## src/rtl/apu_pkg.sv

```systemverilog
// Shared constants and types for the APU pulse-channel register writer.
package apu_pkg;

    localparam int REGS_PER_CH = 4;
    localparam int CH_BITS     = 32;
    localparam logic [1:0] ADDR_TAG = 2'b10;

    typedef enum logic {
        IDLE = 1'b0,
        DATA = 1'b1
    } state_e;

endpackage

```

## src/rtl/apu_reg_channel.sv

```systemverilog
// One channel's 4-register bank and write strobes.
// With APU_REG_SHADOW_EN defined, regs 0..2 are staged in a shadow copy and committed with reg 3.
module apu_reg_channel
    import apu_pkg::*;
(
    input  logic               apu_clk,
    input  logic               rst_n,
    input  logic               wr_en,
    input  logic [1:0]         wr_sel,
    input  logic [7:0]         wr_data,
    output logic [CH_BITS-1:0] bank,
    output logic [3:0]         strobe
);

`ifdef APU_REG_SHADOW_EN
    logic [7:0] shadow_0;
    logic [7:0] shadow_1;
    logic [7:0] shadow_2;

    // Only a reg 3 write reaches the bank, so consumers always see a whole channel.
    always_ff @(posedge apu_clk or negedge rst_n) begin
        if (!rst_n) begin
            bank     <= '0;
            strobe   <= '0;
            shadow_0 <= '0;
            shadow_1 <= '0;
            shadow_2 <= '0;
        end else begin
            strobe <= '0;
            if (wr_en) begin
                case (wr_sel)
                    2'd0: shadow_0 <= wr_data;
                    2'd1: shadow_1 <= wr_data;
                    2'd2: shadow_2 <= wr_data;
                    default: begin
                        bank   <= {wr_data, shadow_2, shadow_1, shadow_0};
                        strobe <= 4'hF;
                    end
                endcase
            end
        end
    end
`else
    always_ff @(posedge apu_clk or negedge rst_n) begin
        if (!rst_n) begin
            bank   <= '0;
            strobe <= '0;
        end else begin
            strobe <= '0;
            if (wr_en) begin
                case (wr_sel)
                    2'd0:    bank[7:0]   <= wr_data;
                    2'd1:    bank[15:8]  <= wr_data;
                    2'd2:    bank[23:16] <= wr_data;
                    default: bank[31:24] <= wr_data;
                endcase
                strobe <= 4'b0001 << wr_sel;
            end
        end
    end
`endif

endmodule

```

## src/rtl/apu_reg_writer.sv

```systemverilog
// Decodes {10,idx} + data byte packets from the host receiver into APU channel register writes.
// Optional shadow/commit behaviour per channel is enabled with APU_REG_SHADOW_EN.
module apu_reg_writer
    import apu_pkg::*;
#(
    parameter int NUM_CH  = 2,
    parameter int TIMEOUT = 1024
) (
    input  logic                        apu_clk,
    input  logic                        rst_n,
    input  logic [7:0]                  rx_data,
    input  logic                        rx_valid,
    output logic [NUM_CH*CH_BITS-1:0]   reg_bank,
    output logic [NUM_CH*REGS_PER_CH-1:0] wr_strobe,
    output logic                        busy,
    output logic                        err
);

    localparam int NUM_REGS = NUM_CH * REGS_PER_CH;
    localparam int TW       = $clog2(TIMEOUT);
    localparam logic [TW-1:0] TIMER_LAST = TW'(TIMEOUT - 1);

    state_e        state;
    state_e        state_next;
    logic [TW-1:0] timer;
    logic [TW-1:0] timer_next;
    logic [5:0]    idx;
    logic [5:0]    idx_next;
    logic          err_next;
    logic          wr_en;
    logic          addr_ok;

    assign addr_ok = (rx_data[7:6] == ADDR_TAG) && ({1'b0, rx_data[5:0]} < 7'(NUM_REGS));

    always_ff @(posedge apu_clk or negedge rst_n) begin
        if (!rst_n) begin
            state <= IDLE;
            timer <= '0;
            idx   <= '0;
            err   <= 1'b0;
            busy  <= 1'b0;
        end else begin
            state <= state_next;
            timer <= timer_next;
            idx   <= idx_next;
            err   <= err_next;
            busy  <= (state_next == DATA);
        end
    end

    // A data byte in the final timer cycle still wins over the timeout.
    always_comb begin
        state_next = state;
        timer_next = timer;
        idx_next   = idx;
        err_next   = 1'b0;
        wr_en      = 1'b0;
        case (state)
            IDLE: begin
                if (rx_valid) begin
                    if (addr_ok) begin
                        idx_next   = rx_data[5:0];
                        timer_next = '0;
                        state_next = DATA;
                    end else begin
                        err_next = 1'b1;
                    end
                end
            end
            DATA: begin
                if (rx_valid) begin
                    wr_en      = 1'b1;
                    state_next = IDLE;
                end else if (timer == TIMER_LAST) begin
                    err_next   = 1'b1;
                    state_next = IDLE;
                end else begin
                    timer_next = timer + TW'(1);
                end
            end
            default: state_next = IDLE;
        endcase
    end

    for (genvar c = 0; c < NUM_CH; c++) begin : g_ch
        apu_reg_channel u_ch (
            .apu_clk (apu_clk),
            .rst_n   (rst_n),
            .wr_en   (wr_en && (idx[5:2] == 4'(c))),
            .wr_sel  (idx[1:0]),
            .wr_data (rx_data),
            .bank    (reg_bank[c*CH_BITS +: CH_BITS]),
            .strobe  (wr_strobe[c*REGS_PER_CH +: REGS_PER_CH])
        );
    end

endmodule
```

## config.mk

```make
export PLATFORM = sky130hd
export DESIGN_NAME = apu_reg_writer
export DESIGN_NICKNAME = d
export VERILOG_FILES = /design/src/rtl/apu_pkg.sv /design/src/rtl/apu_reg_channel.sv /design/src/rtl/apu_reg_writer.sv
export SDC_FILE = /design/constraint.sdc
export NUM_CORES = 1
export LEC_CHECK = 0
export CORE_AREA = 2 2 130 94
export DETAILED_ROUTE_END_ITERATION = 8
export DIE_AREA = 0 0 132 96
export GPL_TIMING_DRIVEN = 0
export PLACE_DENSITY = 0.51
export SYNTH_ARGS = -nofsm -noshare
export SYNTH_HDL_FRONTEND = slang
export SYNTH_SLANG_ARGS = --single-unit
export TNS_END_PERCENT = 5
```

## constraint.sdc

```tcl
create_clock -name apu_clk -period 5.6 [get_ports apu_clk]
set_clock_uncertainty 0.1 [all_clocks]
set_input_delay 1.12 -clock apu_clk [delete_from_list [all_inputs] [get_ports apu_clk]]
set_output_delay 1.12 -clock apu_clk [all_outputs]
set_load 0.01 [all_outputs]
```

==> impl_results.md <==
- Status: finished, final reports clean
- CP endpoint kind: register
- Post-DP Area: 4650 um^2
- Top cell type's share of synthesized area: 62.6%
- Final instance count without filler cells: 510
- CTS-repair resized insts: 0
- Synth Flop Type: dfrtp_1
- Max Fclk: 320 MHz
- Clock H-tree levels: 3
- Drt pass-1 iters: 4
- Row count: 33
- Die W: 132 um
- VDD IR max: 0.171 mV
- Io pins: 85
- Final setup vio count: 0
- Clock root cell: clkbuf_16
- CTS Buffer Depth: 2
- Drt initial violations: 96
- Total Power: 1560 uW
- Reg2Reg Capture Point: timer[7]
- Net Count, Synth: 267
- Cell Area, Synth: 3600 um^2
- Setup Buffers After CTS: 0
- Starting Density: 31.5%
- Clk Latency, worst-skew pair: 0.34 ns
- Crit path from: rx_valid
- Nets: 362
- EDFF count, synth: 0
- Max Cap Viol: 0
- Post-Synthesis Cells: 253
- Final WL: 8.48 mm
- Synth top cells by count: dfrtp_1, mux2_2, nand2_1
- Minimum clock period: 3.13 ns
- Synthesis-to-layout area growth: 38.0%
- Antenna-violating nets left: 0
- Clk sinks: 90
- First-pass GRT wire length: 13.3 mm
- Rel. slew slack: 53.7%
- Core area: 11,400 um^2
- DRC viols: 0
- RD Place Congestion: 0.865
- P_leak: 0.00229 uW
- HPWL Detailed: 5.87 mm
- Die height: 96 um
- Maximum fanout along the worst path: 9
- Hold crit path type: register to register
- Top-count cell post-synth: dfrtp_1
- Period utilization: 55.9%
- Area contributors post-synth: dfrtp_1, mux2_2, nand3_1
- Via count: 2,411
- I/O Buffers: 83
- TritonCTS Buffers: 9
- Met2 wire len: 3.70 mm
- RSZ-0062 raised after global routing: false
- Die area: 12,700 um^2
- Req. time, crit path: 5.72 ns
- Syn avg cell area: 14.2 um^2
- Pin count of the biggest net entering global routing: 69
- Cells after DPL: 494
- Flops & latches, synth: 90
- GRT Resource Usage Total: 14.1%
- Flop-to-flop setup slack: 2.85 ns
- Met1 WL: 4.14 mm
- Vias in the first global route: 2,374
- Post-layout util: 43.4%
- Post-route cell area: 4960 um^2
- PD cells: 314 nW/um^2
- Filler cell count: 1,068
- Synth area leader: dfrtp_1
- Worst r2r src: state
- FF-to-FF path depth: 7
- Yosys cell types: 38
- Critical Path Start Type: primary input
- Crit path DAT: 3.25 ns
- WL per Instance: 16.6 um
- Critical setup path kind: primary input to register
- Inserted Diodes: 0
- Met3 wire length: 559 um
- Clk slew on worst S/H paths: 0.06 ns
- Critical path destination: g_ch[0].u_ch.bank[9]
- GRT overflow: 0
- CTS tree: yes
- Top Metal Used: met4
- Worst-Margin Slew: 0.692 ns
- Slew Limit Fails: 0
- Asr flop ratio synth: 100%
- Layout cell share with drive strength beyond 1: 26.3%
- Hold Buf Count CTS: 0
- Initial antenna violation count: 0
- Fin. Hold Viols: 0
- WHS: 0.401 ns
- Sequential share of the synthesized area: 62.6%
- Drt via density: 4.73
- Yosys warns: 0
==> cells by family after synthesis <==
group           count (synthesis)  share of synthesized area, %
compound gates                 17                          3.34
fa+ha+maj                       3                          1.04
buf+inv                        13                          1.46
flops                          90                          62.6
mux                            67                          21.0
simple gates                   63                          10.6
==> power by group <==
part / switching [uW] / internal [uW] / total (uW)
clock network: 253 / 372 / 626
logic: 82.9 / 102 / 185
registers: 47.9 / 702 / 750
==> layer usage <==
metal / up-vias / GRT usage (%)
met5: - / 0
met4: 0 / 4.62
met3: 9 / 5.00
met2: 90 / 20.6
met1: 1205 / 19.6
li1: 1107 / -
==> cell usage in the layout (no fill, tap or decap), types with 2 or more instances in the layout <==
cell	Yosys	layout
clkbuf_8	0	2
clkbuf_1	3	3
nor2_1	3	3
nand2b_1	5	5
a21oi_1	2	2
or4_1	3	3
buf_2	3	3
mux2_1	2	2
and2_1	4	4
o311ai_0	2	2
a211oi_1	3	3
clkdlybuf4s50_1	0	82
and4_1	2	2
clkbuf_16	0	9
and3_1	3	3
mux2_2	65	65
inv_1	7	7
nand3_1	11	11
clkinv_4	0	2
a31oi_1	2	2
dfrtp_1	90	90
ha_1	3	3
nand2_1	14	14
nor2_2	3	3
nand4_1	3	3
o22ai_1	2	2
or2_1	2	2
o21ai_0	2	2
==> worst min-delay path by stage <==
stage	from	to	slack, ns	cells past startpoint
2_1_floorplan	timer[8]	timer[8]	0.36	1
3_3_place_gp	g_ch[1].u_ch.bank[19]	g_ch[1].u_ch.bank[19]	0.38	1
3_5_place_dp	g_ch[1].u_ch.bank[19]	g_ch[1].u_ch.bank[19]	0.39	1
4_1_cts	g_ch[1].u_ch.bank[19]	g_ch[1].u_ch.bank[19]	0.40	1
5_1_grt	g_ch[1].u_ch.bank[19]	g_ch[1].u_ch.bank[19]	0.42	1
6_report	g_ch[1].u_ch.bank[19]	g_ch[1].u_ch.bank[19]	0.40	1
==> sequential cells by signal (all words and copies together) (netlist names) <==
name and cells:
err 1, g_ch.u_ch.bank 64, g_ch.u_ch.strobe 8, idx 6
state 1, timer 10
==> worst max-delay path, cell delays in order <==
cell             delay (ns)
clkdlybuf4s50_1        0.56
ha_1                   0.18
nor4b_4                0.24
nand2b_1               0.09
buf_2                  0.16
nor2_2                 0.49
mux2_2                 0.40
==> through the flow <==
step	worst slack (ns)	setup TNS [ns]
global placement	-0.174	-14.96
floorplan	3.03	0
detailed placement	2.08	0
global route	2.34	0
CTS	2.44	0
finish	2.47	0
==> cell type report <==
class	count	area [um^2]	share of cell area, %
timing repair buffer	84	856	17.2
buffer	6	26.3	0.529
clock buffer	11	253	5.09
sequential	90	2250	45.4
multi-input combinational	150	1290	26.1
clock inverter	5	61.3	1.23
inverter	7	26.3	0.529
tap	157	196	3.96
Power figures use the tool's default switching activity.
